--- src/rtl/vending_sequencer_if.sv ---
// User-side bundle of the vending sequencer: coin/select/return inputs
// plus the dispense, change, total, timer and state outputs.
interface vending_sequencer_if #(
  parameter int NUM_COINS  = 3,
  parameter int NUM_ITEMS  = 4,
  parameter int TOTAL_BITS = 31
);
  logic [NUM_COINS-1:0]  i_input_coin;
  logic [NUM_ITEMS-1:0]  i_select_item;
  logic                  i_trigger_return;
  logic [NUM_ITEMS-1:0]  o_available_item;
  logic [NUM_ITEMS-1:0]  o_output_item;
  logic [NUM_COINS-1:0]  o_return_coin;
  logic [TOTAL_BITS-1:0] o_total;
  logic [31:0]           o_wait_time;
  logic [1:0]            o_state;

  // Driver of the user inputs (environment / front panel)
  modport master (
    output i_input_coin, i_select_item, i_trigger_return,
    input  o_available_item, o_output_item, o_return_coin,
           o_total, o_wait_time, o_state
  );

  // The sequencer itself
  modport slave (
    input  i_input_coin, i_select_item, i_trigger_return,
    output o_available_item, o_output_item, o_return_coin,
           o_total, o_wait_time, o_state
  );
endinterface

--- src/rtl/vending_sequencer.sv ---
// Vending machine control FSM: accumulates coins into a running total,
// gates item availability, sequences a one-cycle dispense, runs the
// inactivity timeout and pays change back largest coin first.
module vending_sequencer #(
  parameter int NUM_COINS    = 3,
  parameter int NUM_ITEMS    = 4,
  parameter int TOTAL_BITS   = 31,
  parameter int WAIT_TIME    = 100,
  parameter int COIN_VAL0    = 100,
  parameter int COIN_VAL1    = 500,
  parameter int COIN_VAL2    = 1000,
  parameter int ITEM_PRICE0  = 400,
  parameter int ITEM_PRICE1  = 500,
  parameter int ITEM_PRICE2  = 1000,
  parameter int ITEM_PRICE3  = 2000,
  parameter int MAX_TOTAL    = 5000
) (
  input logic                clk,
  input logic                reset,
  vending_sequencer_if.slave bus
);

  typedef enum logic [1:0] {
    IDLE     = 2'd0,
    COLLECT  = 2'd1,
    DISPENSE = 2'd2,
    RETURN   = 2'd3
  } state_t;

  typedef logic [TOTAL_BITS-1:0] total_t;

  // Coin value lookup; denominations are ascending by index.
  function automatic total_t coin_val(input int k);
    case (k)
      0:       coin_val = total_t'(COIN_VAL0);
      1:       coin_val = total_t'(COIN_VAL1);
      2:       coin_val = total_t'(COIN_VAL2);
      default: coin_val = '0;
    endcase
  endfunction

  function automatic total_t item_price(input int i);
    case (i)
      0:       item_price = total_t'(ITEM_PRICE0);
      1:       item_price = total_t'(ITEM_PRICE1);
      2:       item_price = total_t'(ITEM_PRICE2);
      3:       item_price = total_t'(ITEM_PRICE3);
      default: item_price = '0;
    endcase
  endfunction

  // Accept a coin only if the new total stays within the ceiling; the
  // sum is formed one bit wider so it can never wrap.
  function automatic logic coin_fits(input total_t total, input total_t val);
    logic [TOTAL_BITS:0] sum;
    sum = {1'b0, total} + {1'b0, val};
    coin_fits = (sum <= (TOTAL_BITS+1)'(MAX_TOTAL));
  endfunction

  state_t                state_q, state_d;
  total_t                total_q, total_d;
  logic [31:0]           wait_q, wait_d;
  logic [NUM_ITEMS-1:0]  item_q, item_d;
  logic [NUM_COINS-1:0]  ret_q, ret_d;

  logic                  coin_valid;
  logic                  sel_valid;
  logic                  sel_hit;
  total_t                coin_value;
  total_t                sel_price;
  logic [NUM_ITEMS-1:0]  avail;
  logic [NUM_COINS-1:0]  change_coin;
  total_t                change_value;

  // Decode inputs, availability and the greedy change coin.
  always_comb begin
    coin_valid   = $onehot(bus.i_input_coin);
    sel_valid    = $onehot(bus.i_select_item);
    coin_value   = '0;
    sel_price    = '0;
    avail        = '0;
    change_coin  = '0;
    change_value = '0;
    for (int k = 0; k < NUM_COINS; k++) begin
      if (bus.i_input_coin[k]) coin_value = coin_val(k);
      // Ascending denominations: the last fitting coin is the largest.
      if (coin_val(k) <= total_q) begin
        change_coin  = '0;
        change_coin[k] = 1'b1;
        change_value = coin_val(k);
      end
    end
    for (int i = 0; i < NUM_ITEMS; i++) begin
      avail[i] = (state_q == COLLECT) && (total_q >= item_price(i));
      if (bus.i_select_item[i]) sel_price = item_price(i);
    end
    sel_hit = sel_valid && ((bus.i_select_item & avail) != '0);
  end

  // Next-state and output logic; priority in COLLECT is return > select > coin.
  always_comb begin
    state_d = state_q;
    total_d = total_q;
    wait_d  = wait_q;
    item_d  = '0;
    ret_d   = '0;
    case (state_q)
      IDLE: begin
        if (coin_valid) begin
          total_d = total_q + coin_value;
          wait_d  = 32'(WAIT_TIME);
          state_d = COLLECT;
        end
      end
      COLLECT: begin
        if (bus.i_trigger_return) begin
          state_d = RETURN;
        end else if (sel_hit) begin
          item_d  = bus.i_select_item;
          total_d = total_q - sel_price;
          wait_d  = 32'(WAIT_TIME);
          state_d = DISPENSE;
        end else if (coin_valid) begin
          if (coin_fits(total_q, coin_value)) total_d = total_q + coin_value;
          wait_d = 32'(WAIT_TIME);
        end else begin
          wait_d = wait_q - 32'd1;
          if (wait_q == 32'd1) state_d = RETURN;
        end
      end
      DISPENSE: begin
        state_d = (total_q != '0) ? COLLECT : IDLE;
      end
      RETURN: begin
        if (total_q != '0) begin
          ret_d   = change_coin;
          total_d = total_q - change_value;
        end else begin
          wait_d  = 32'(WAIT_TIME);
          state_d = IDLE;
        end
      end
      default: state_d = IDLE;
    endcase
  end

  // State and output registers; reset discards any pending change.
  always_ff @(posedge clk) begin
    if (reset) begin
      state_q <= IDLE;
      total_q <= '0;
      wait_q  <= 32'(WAIT_TIME);
      item_q  <= '0;
      ret_q   <= '0;
    end else begin
      state_q <= state_d;
      total_q <= total_d;
      wait_q  <= wait_d;
      item_q  <= item_d;
      ret_q   <= ret_d;
    end
  end

  assign bus.o_available_item = avail;
  assign bus.o_output_item    = item_q;
  assign bus.o_return_coin    = ret_q;
  assign bus.o_total          = total_q;
  assign bus.o_wait_time      = wait_q;
  assign bus.o_state          = state_q;

endmodule

--- src/flat_wrapper.sv ---
// flat-port wrapper written by rule: the top's interface ports become plain ports
module vending_sequencer_flat 
#(
  parameter int NUM_COINS    = 3,
  parameter int NUM_ITEMS    = 4,
  parameter int TOTAL_BITS   = 31,
  parameter int WAIT_TIME    = 100,
  parameter int COIN_VAL0    = 100,
  parameter int COIN_VAL1    = 500,
  parameter int COIN_VAL2    = 1000,
  parameter int ITEM_PRICE0  = 400,
  parameter int ITEM_PRICE1  = 500,
  parameter int ITEM_PRICE2  = 1000,
  parameter int ITEM_PRICE3  = 2000,
  parameter int MAX_TOTAL    = 5000
)
  (clk, reset, bus_i_input_coin, bus_i_select_item, bus_i_trigger_return, bus_o_available_item, bus_o_output_item, bus_o_return_coin, bus_o_total, bus_o_wait_time, bus_o_state);
  vending_sequencer_if #(.NUM_COINS(NUM_COINS), .NUM_ITEMS(NUM_ITEMS), .TOTAL_BITS(TOTAL_BITS)) bus_i ();
  input logic clk;
  input logic reset;
  input wire logic [$bits(bus_i.i_input_coin)-1:0] bus_i_input_coin;
  input wire logic [$bits(bus_i.i_select_item)-1:0] bus_i_select_item;
  input wire logic [$bits(bus_i.i_trigger_return)-1:0] bus_i_trigger_return;
  output wire logic [$bits(bus_i.o_available_item)-1:0] bus_o_available_item;
  output wire logic [$bits(bus_i.o_output_item)-1:0] bus_o_output_item;
  output wire logic [$bits(bus_i.o_return_coin)-1:0] bus_o_return_coin;
  output wire logic [$bits(bus_i.o_total)-1:0] bus_o_total;
  output wire logic [$bits(bus_i.o_wait_time)-1:0] bus_o_wait_time;
  output wire logic [$bits(bus_i.o_state)-1:0] bus_o_state;
  assign bus_i.i_input_coin = bus_i_input_coin;
  assign bus_i.i_select_item = bus_i_select_item;
  assign bus_i.i_trigger_return = bus_i_trigger_return;
  assign bus_o_available_item = bus_i.o_available_item;
  assign bus_o_output_item = bus_i.o_output_item;
  assign bus_o_return_coin = bus_i.o_return_coin;
  assign bus_o_total = bus_i.o_total;
  assign bus_o_wait_time = bus_i.o_wait_time;
  assign bus_o_state = bus_i.o_state;
  vending_sequencer #(.NUM_COINS(NUM_COINS), .NUM_ITEMS(NUM_ITEMS), .TOTAL_BITS(TOTAL_BITS), .WAIT_TIME(WAIT_TIME), .COIN_VAL0(COIN_VAL0), .COIN_VAL1(COIN_VAL1), .COIN_VAL2(COIN_VAL2), .ITEM_PRICE0(ITEM_PRICE0), .ITEM_PRICE1(ITEM_PRICE1), .ITEM_PRICE2(ITEM_PRICE2), .ITEM_PRICE3(ITEM_PRICE3), .MAX_TOTAL(MAX_TOTAL)) u_core (.clk(clk), .reset(reset), .bus(bus_i));
endmodule
--- config.mk ---
export PLATFORM = sky130hd
export DESIGN_NAME = vending_sequencer_flat
export DESIGN_NICKNAME = d
export VERILOG_FILES = /design/src/rtl/vending_sequencer_if.sv /design/src/rtl/vending_sequencer.sv /design/src/flat_wrapper.sv
export SDC_FILE = /design/constraint.sdc
export NUM_CORES = 1
export LEC_CHECK = 0
export BUFFER_PORTS_ARGS = -buffer_cell sky130_fd_sc_hd__buf_2
export CAP_MARGIN = 20
export CORE_MARGIN = 1
export CORE_UTILIZATION = 40
export CTS_BUF_LIST = sky130_fd_sc_hd__clkbuf_4 sky130_fd_sc_hd__clkbuf_8 sky130_fd_sc_hd__clkbuf_16
export DETAILED_ROUTE_END_ITERATION = 7
export PLACE_DENSITY = 0.58
export SYNTH_ARGS = -nofsm -noshare
export SYNTH_HDL_FRONTEND = slang
export SYNTH_SLANG_ARGS = --single-unit
--- constraint.sdc ---
create_clock -name clk -period 12.2 [get_ports clk]
set_input_delay 1.22 -clock clk [delete_from_list [all_inputs] [get_ports clk]]
set_output_delay 1.22 -clock clk [all_outputs]
set_load 0.01 [all_outputs]
==> results.md, run 1 <==
* Outcome: complete, no violations
* Setup Viol. Count Final at 0
* MaxCap Viol Count at 0
* First-pass iteration count of the detailed router at 5
* Wire per inst at 19.21 um
* Sequential area share after synthesis at 22.74%
* WS Path Type: flop to flop
* Die W at about 130 um
* Tightest Pin Transition at 1038 ps
* Via count at 6709
* PnR Total Power at roughly 1.7 mW
* Post-Syn Area at 6163 um^2
* Register bit total from synthesis at 70
* Number of I/O port buffers at 83
* FFs w/ async S/R, synth at 0%
* Clock transition at the registers of the reported paths at 70 ps
* Initial antenna violation count at 0
* Gr ovfl total at 0
* WP data required at between 10000 and 15000 ps
* CTS tree: yes
* Synth Flop Type: dfxtp_1
* DRT iter0 DRCs at 649
* Post-CTS Setup Bufs at 0
* Slew Limit Fails at 0
* Final wirelength at approximately 21000 um
* Nets at 934
* Number of remaining DRC errors at 0
* Root Driver: clkbuf_16
* Pwr/cell area at about 240 nW/um^2
* Core area at roughly 15000 um^2
* WP data arrival at 5640 ps
* Total CTS buffers at 9
* GR Util All Layers at 26.78%
* Lkg Pwr at around 2.8 nW
* Std cell rows at 45
* Syn Inst Count at 848
* Post-synth cell types at 75
* Fin crit share at between 40 and 50%
* RSZ-0062 raised after global routing: false
* IO Pins at 86
* Largest net degree at the start of global routing at 37
* Die Y-Extent at around 130 um
* First-pass GRT wire length at 33600 um
* Clock Path Buffers at 2
* Syn Area/Cell at about 7.3 um^2
* Clock Skews at 9.217 ps
* Gp weighted congestion at slightly below 1
* Critical path capture point type: flop
* Post-route minimum period at 5399 ps
* Final Hold Violating Endpoints at 0
* Die area at around 16000 um^2
* Detail Route Antenna Nets at 0
* Post-detail-place hpwl at 15190 um
* FMAX at between 150 and 200 MHz
* Vias/cell at 6.183
* Largest fanout on the critical path at 14
* Setup TNS at 0 ps
* Resized cells post-CTS at 0
* H-tree Lvls at 3
* Hold buffers post-CTS at 0
* Share of cells above drive strength 1 at 14.27%
* Diode count at 0
* Startpoint Class: flop
* Number of synthesized flops with an enable pin at 0
* Vias in the first global route at 6170
* Worst-Skew Late Latency at 360 ps
* Clock tree sinks at 70
* Rel. slew slack at 30.70%
* Starting Density at 40.69%
* Hold Crit Class: flop to flop
* Synth warn at 0
* Worst IR Drop VDD at 0.0001009 V
* Layout area overhead at 13.36%
==> routing by layer <==
layer  up-vias  GRT usage [%]  wire length, um
met5         -              0               46
met3        59          4.588             1656
met1      3090          35.97             9319
li1       3235              -                -
met2       322          41.73             9114
met4         3          12.33              701
==> critical path, stage by stage (launching register included) <==
cell and delay (ps):
dfxtp_1 450, nor4_1 850, nand3_1 350, nor3_1 230, buf_4 230, nand2_1 90
ha_1 480, o211ai_1 130, o2bb2a_1 300, o21ai_0 410, a41oi_1 200, o211ai_2 520
o2bb2a_1 430, nor4_1 80, o21ai_0 190, mux2_2 350
==> synth_stat cells, drive strengths merged (3+ instances only) <==
cell type	instances	area, um^2
clkbuf	50	187.7
or2	6	37.54
nor2b	5	31.28
nor3	57	301.5
fa	4	80.08
buf	10	63.81
o21a	3	22.52
o311ai	6	52.55
a211oi	12	90.09
and3	8	50.05
o211ai	8	65.06
nor4	27	183.9
o21ai	58	294.0
nand2	64	240.2
o22ai	11	68.82
nor2	92	350.3
a21o	7	52.55
o21bai	6	45.04
ha	28	350.3
a311oi	4	35.03
a31oi	9	56.30
o32ai	6	52.55
xnor2	42	367.9
a32o	4	40.04
or4	9	71.32
xor2	22	192.7
nand4	13	81.33
dfxtp	70	1401
nand3	29	145.1
or3	16	100.1
o2111ai	5	43.79
a221oi	4	35.03
inv	26	97.59
a21oi	47	235.2
nand2b	7	43.79
o211a	4	40.04
a31o	3	26.28
o31ai	6	45.04
a22oi	3	22.52
o41ai	4	35.03
a211o	4	35.03
and2	14	87.58
==> through the flow <==
step / setup slack, ps / instance area [um^2] / cells / util (%) / hold WS, ps
after floorplan: 7595 / 6167 / 849 / - / 498.9
after global placement: 6906 / 6634 / 1069 / 43.80 / 481.8
after detailed placement: 6891 / 6634 / 1069 / 43.80 / 476.7
after CTS: 7046 / 6987 / 1085 / 46.13 / 487.1
after global routing: 6373 / 6987 / 1085 / 46.13 / 540.8
final: 6801 / 6987 / 1085 / 46.13 / 501.0
==> final cells by class <==
class / count / area (um^2)
tap: 188 / 235.2
clock inverter: 7 / 127.6
fill: 1561 / 8159
inverter: 28 / 105.1
sequential: 70 / 1401
timing repair buffer: 92 / 483.0
clock buffer: 9 / 225.2
multi-input combinational: 691 / 4409
==> final timing paths <==
kind	startpoint	endpoint	slack (ps)	cells after the start
worst max-delay path	u_core.bus.o_total[20]$_SDFFE_PP0P_	u_core.bus.o_total[21]$_SDFFE_PP0P_	6800	15
worst min-delay path	u_core.bus.o_wait_time[26]$_SDFFE_PP0P_	u_core.bus.o_wait_time[26]$_SDFFE_PP0P_	500	2
worst max register to register	u_core.bus.o_total[20]$_SDFFE_PP0P_	u_core.bus.o_total[21]$_SDFFE_PP0P_	6800	15
worst min register to register	u_core.bus.o_wait_time[26]$_SDFFE_PP0P_	u_core.bus.o_wait_time[26]$_SDFFE_PP0P_	500	2
==> state kept, by name, summed over array words and instances, names as in the netlist <==
name / count
u_core.bus.o_output_item: 4
u_core.bus.o_total: 29
u_core.bus.o_return_coin: 3
u_core.bus.o_state: 2
u_core.bus.o_wait_time: 32
==> power breakdown <==
| part | switching [mW] | internal, mW | total (mW) |
|---|---|---|---|
| sequential | 0.0454 | 0.249 | 0.294 |
| clock | 0.115 | 0.203 | 0.318 |
| combinational | 0.694 | 0.362 | 1.06 |
| total | 0.854 | 0.814 | 1.67 |
==> logic make-up (layout without fill, tap and decap cells) <==
group | count (synthesis) | count (layout) | synth area share [%]
AND/OR/NAND/NOR | 356 | 356 | 29.17
AO/OA/AOI/OAI | 232 | 232 | 25.31
buffers and inverters | 88 | 136 | 5.786
flip-flops | 70 | 70 | 22.74
XOR/XNOR | 64 | 64 | 9.094
adder cells (fa/ha/maj) | 33 | 33 | 7.146
multiplexers | 4 | 4 | 0.6902
other | 1 | 2 | 0.06084
==> layout by cell type (no fill, tap or decap), types with 7 or more instances in the layout <==
cell and n:
a211oi_1 12, a21o_1 7, a21oi_1 47, a31oi_1 9, and2_1 14, and3_1 8
buf_2 83, buf_4 9, clkbuf_16 9, dfxtp_1 70, ha_1 28, inv_1 26
nand2_1 64, nand2b_1 7, nand3_1 29, nand4_1 13, nor2_1 90, nor3_1 55
nor4_1 26, o211ai_1 7, o21ai_0 56, o22ai_1 11, or3_1 16, or4_1 8
xnor2_1 42, xor2_1 22
No activity file was read; power rests on OpenSTA's default activity.
==> run 2, diff against run 1 <==
ABC_AREA = 1   (was default)
PLACE_DENSITY = 0.57   (was 0.58)
clock period = 5.6 ns   (was 12.2 ns; I/O delays follow)
==> results.md, run 2 <==
* Post-detail-place hpwl at between 20000 and 25000 um
* Commonest cells after routing, fill and taps aside: nand2_1 (343), nor2_1 (230), inv_1 (140)
* Synth Flop Type: dfxtp_1
* Share of cells above drive strength 1 at 12.58%
* H-tree Lvls at 3
* Clock tree sinks at 70
* Lkg Pwr at 4.336 nW
* Nets at 1412
* Sequential area share after synthesis at a little under a fifth
* Most frequent cell after synthesis: nand2_1
* Design area at 8322 um^2
* Post-synth cell types at 54
* Post-synth top cells: nand2_1 (343), nor2_1 (230), inv_1 (140), nand3_1 (136), dfxtp_1 (70)
* Via count at approximately 8600
* WP data required at 5890 ps
* RSZ-0062 raised after global routing: false
* MaxCap Viol Count at 0
* Total CTS buffers at 9
* Commonest non-fill, non-tap cell in the layout: nand2_1
* Largest net degree at the start of global routing at 44
* Critical path capture point type: flop
* Fin worst setup slack at 1701 ps
* Worst-Skew Late Latency at 360 ps
* First-pass GRT wire length at 42320 um
* Starting Density at between 40% and 50%
* Syn Inst Count at 1308
* Setup TNS at 0 ps
* Hold buffers post-CTS at 0
* CTS tree: yes
* Synth warn at 0
* Initial antenna violation count at 0
* Failing checks: design-rule violations
* DRT iter0 DRCs at approximately 820
* Slew Limit Fails at 0
* Core area at 18210 um^2
* Largest register FFs at 32
* Syn Area/Cell at 5.748 um^2
* FFs w/ async S/R, synth at 0%
* GR Util All Layers at 28.15%
* Layout area overhead at 10.68%
* Post-Syn Area at around 7500 um^2
* Register bit total from synthesis at 70
* Die area at between 15000 and 20000 um^2
* Resized cells post-CTS at 0
* Number of synthesized flops with an enable pin at 0
* Dpl cell area at 8010 um^2
* Std cell rows at slightly below 50
* WS Path Type: flop to flop
* Clock Skews at roughly 15 ps
* Vias/cell at 5.334
* Root Driver: clkbuf_16
* Number of remaining DRC errors at 4
* Pre-CTS WS at 1575 ps
* Hold Crit Class: input pin to flop
* Final Hold Violating Endpoints at 0
* Wire per inst at 16.94 um
* Detail Route Antenna Nets at 0
* First-pass iteration count of the detailed router at 8
* Rel. slew slack at between 20% and 30%
* Fin crit share at 69.63%
* Die Y-Extent at 139.1 um
* Yosys top cell area share at 18.64%
* Area leader, netlist: dfxtp_1
* Startpoint Class: flop
* WP data arrival at 4190 ps
* Clock transition at the registers of the reported paths at 60 ps
* Number of I/O port buffers at just over 80
* Top post-synthesis cells by area: dfxtp_1 (19%), nand2_1 (17%), nor2_1 (11%), nand3_1 (9.1%), inv_1 (7.0%)
* Post-route minimum period at between 3000 and 4000 ps
* Gr ovfl total at 0
* Die W at 139.1 um
* Final wirelength at 27180 um
* Diode count at 0
* IO Pins at 86
* Outcome: finished, violations left
* Worst IR Drop VDD at 0.0001948 V
* Setup Viol. Count Final at 0
* Tightest Pin Transition at 1129 ps
* Vias in the first global route at 7582
* Post-CTS Setup Bufs at 0
* FMAX at 256.5 MHz
* Gp weighted congestion at 1.009
* Largest fanout on the critical path at 43
* Pwr/cell area at 614.4 nW/um^2
* Clock Path Buffers at 2
==> run 2: cell count changes after synthesis, moves of 23 or more <==
| cell | delta |
|---|---|
| o21ai_0 | -23 |
| xnor2_1 | -33 |
| inv_1 | +114 |
| nor2_1 | +140 |
| nor3_1 | -28 |
| nand3_1 | +107 |
| clkbuf_1 | -46 |
| nand2_1 | +279 |
==> run 2: cell type report <==
type                       count  area [um^2]
clock buffer                   9        225.2
timing repair buffer          86        437.9
clock inverter                 7        86.33
sequential                    70         1401
multi-input combinational   1042         5280
inverter                     161        604.3
tap                          229        286.5
fill                        2034         9887
==> run 2: path summary, 6_finish.rpt <==
kind | from | end | slack (ps) | depth (start not counted)
min | reset | u_core.bus.o_total[10]$_SDFFE_PP0P_ | 470 | 2
max reg2reg | u_core.bus.o_state[0]$_SDFFE_PP0P_ | u_core.bus.o_total[30]$_SDFFE_PP0P_ | 1700 | 15
min reg2reg | u_core.bus.o_wait_time[23]$_SDFFE_PP0P_ | u_core.bus.o_wait_time[23]$_SDFFE_PP0P_ | 520 | 1
max | u_core.bus.o_state[0]$_SDFFE_PP0P_ | u_core.bus.o_total[30]$_SDFFE_PP0P_ | 1700 | 15
==> run 2: critical path: stages, from the launching register on <==
cell      delay, ps
dfxtp_1         850
inv_1           380
nor2_1          220
buf_4           230
nand3_1          90
nand2_1          80
clkinv_1         60
nand2_2          80
nand2_2         320
nand2_2         400
inv_2           140
nand2_2         280
nand2_4         340
nand2_1         170
nand2_1          60
nor2_1          110
==> run 2: cell families after synthesis <==
| kind of cell | Yosys count | share of synthesized area [%] |
|---|---|---|
| and+or+nand+nor | 835 | 49.53 |
| buffers and inverters | 197 | 11.18 |
| AOI/OAI and AO/OA | 127 | 9.519 |
| DFF | 70 | 18.64 |
| xor gates and xnor gates | 46 | 5.359 |
| adders and majority gates | 32 | 5.725 |
| other | 1 | 0.04988 |
==> run 2: per-stage QoR <==
stage | utilization (%) | total power [mW] | hold WS [ps] | std cells
final | 45.70 | 5.113 | 468.3 | 1604
after global routing | 45.70 | 5.565 | 466.6 | 1604
after CTS | 45.70 | 5.073 | 455.9 | 1604
after detailed placement | 43.99 | 4.416 | 495.2 | 1588
after global placement | 43.99 | 4.421 | 499.0 | 1588
after floorplan | - | 3.489 | 498.8 | 1309
==> run 2: where the power goes <==
part | switching, mW | internal (mW)
clock | 0.279 | 0.356
sequential | 0.400 | 0.616
combinational | 2.37 | 1.09
total | 3.05 | 2.06
==> run 2: per-layer routing <==
layer / share of wire (%) / vias to the layer above / wire (um) / track usage (%)
li1: - / 4319 / - / -
met1: 47 / 3858 / 12660 / 39.45
met2: 44 / 334 / 11990 / 44.58
met3: 7.1 / 44 / 1919 / 3.626
met4: 2.2 / 0 / 605 / 8.889
met5: 0 / - / 0 / 0
==> run 3, diff against run 2 <==
PLACE_DENSITY = 0.59   (was 0.57)
clock period = 3.4 ns   (was 5.6 ns; I/O delays follow)
==> results.md, run 3 (synthesis gave the netlist of run 2 again) <==
* Outcome: finished, violations left
* Failing checks: design-rule violations
* Slew Limit Fails at 0
* Post-detail-place hpwl at 21950 um
* Design area at 8657 um^2
* Fill cells at 2006
* Tightest Pin Transition at 772.0 ps
* Pwr/cell area at just over 1000 nW/um^2
* Fin crit share at 93.90%
* Setup Viol. Count Final at 0
* Commonest cells after routing, fill and taps aside: nand2_1 (343), nor2_1 (230), inv_1 (140)
* Hold Crit Class: input pin to flop
* Startpoint Class: flop
* Nets at approximately 1500
* Std cell rows at 49
* Met2 wire length at 12310 um
* WP data required at around 3700 ps
* Non-filler cells, final at 1648
* WP data arrival at 3450 ps
* CTS tree: yes
* Starting Density at approximately two fifths
* Post-CTS Setup Bufs at 0
* Vias in the first global route at 8027
* Rel. slew slack at 48.06%
* IO Pins at 86
* Critical-path top delay cell: fa_1
* Largest register FFs at 32
* Setup TNS at 0 ps
* Die area at 19350 um^2
* Worst IR Drop VDD at 0.0003727 V
* Detail Route Antenna Nets at 0
* Dpl cells at 1632
* Wire per inst at between 15 and 20 um
* Clock Path Buffers at 2
* Max Used Layer: met4
* Largest stage delay on the critical path at 460 ps
* Worst-Skew Late Latency at 360 ps
* First-pass iteration count of the detailed router at 8
* Layout area overhead at 15.14%
* Clock Skews at roughly 8.2 ps
* First-pass GRT wire length at 44040 um
* PnR Total Power at between 8 and 9 mW
* Die W at 139.1 um
* Die Y-Extent at 139.1 um
* Share of cells above drive strength 1 at 15.36%
* RSZ-0062 raised after global routing: false
* Hold buffers post-CTS at 0
* DRT iter0 DRCs at 869
* Number of remaining DRC errors at 1
* Clock tree sinks at 70
* Diode count at 0
* WS Path Type: flop to flop
* FMAX at 313.2 MHz
* Dpl cell area at roughly 8400 um^2
* Commonest non-fill, non-tap cell in the layout: nand2_1
* Final wirelength at 27930 um
* Root Driver: clkbuf_16
* Number of I/O port buffers at 83
* Initial antenna violation count at 0
* Gr ovfl total at 0
* Vias/cell at 5.310
* Sequence of cells on the critical path: buf_4, inv_1, ha_1, inv_1, fa_1, nand3_1, nand3_1, inv_1, nand2_1, nor2_1, xor2_1, a22oi_1, nand2_1, nor2_1, nor2_1
* Met1 wire length at 12810 um
* Post-route minimum period at 3193 ps
* Final Hold Violating Endpoints at 0
* H-tree Lvls at 3
* Lkg Pwr at 4.559 nW
* Clock transition at the registers of the reported paths at about 70 ps
* Core area at 18210 um^2
* Gp weighted congestion at 0.9599
* Via count at 8751
* Total CTS buffers at 9
* Largest net degree at the start of global routing at 44
* Met3 WL at 1972 um
* GR Util All Layers at 29.26%
* Resized cells post-CTS at 0
* Critical path capture point type: flop
* MaxCap Viol Count at 0
* Largest fanout on the critical path at 4
## run 3: final cells by class
class	count	area [um^2]	share of cell area (%)
clock buffer	9	225.2	2.602
clock inverter	7	62.56	0.7226
inverter	161	604.3	6.981
multi-input combinational	1042	5284	61.03
sequential	70	1401	16.19
tap	229	286.5	3.310
timing repair buffer	130	793.3	9.163
## run 3: path summary, 6_finish.rpt
check | from | to | depth (start not counted) | slack (ps)
worst max-delay path | u_core.bus.o_total[2]$_SDFFE_PP0P_ | u_core.bus.o_total[20]$_SDFFE_PP0P_ | 15 | 210
worst min-delay path | reset | u_core.bus.o_wait_time[1]$_SDFFE_PP0P_ | 2 | 240
worst max register to register | u_core.bus.o_total[2]$_SDFFE_PP0P_ | u_core.bus.o_total[20]$_SDFFE_PP0P_ | 15 | 210
worst min register to register | u_core.bus.o_wait_time[23]$_SDFFE_PP0P_ | u_core.bus.o_wait_time[23]$_SDFFE_PP0P_ | 1 | 520
## run 3: worst max-delay path: cells and delay by family, from the launching register on
kind / cells / cell delay [ps]
buf+inv: 4 / 640
xor+xnor: 1 / 110
simple gates: 7 / 1000
flops: 1 / 320
fa+ha+maj: 2 / 660
compound gates: 1 / 350
## run 3: metal layers
| layer | vias up | GRT usage (%) |
|---|---|---|
| met3 | 44 | 3.902 |
| met1 | 3942 | 40.43 |
| met5 | - | 0 |
| met2 | 345 | 45.43 |
| met4 | 0 | 12.57 |
| li1 | 4420 | - |
## run 3: metrics by stage
stage | setup WS (ps) | hold WS (ps) | util (%)
6_report | 207.4 | 238.6 | 47.54
5_1_grt | 15.43 | 239.4 | 47.54
4_1_cts | 287.9 | 230.6 | 47.52
3_5_place_dp | 95.10 | 488.6 | 45.94
3_3_place_gp | 78.60 | 478.8 | 45.94
2_1_floorplan | 535.2 | 409.1 | -
## run 3: where the power goes
part	switching, mW	internal (mW)
Clock	0.459	0.511
Combinational	4.42	2.11
Sequential	0.243	1.02
Total	5.12	3.63
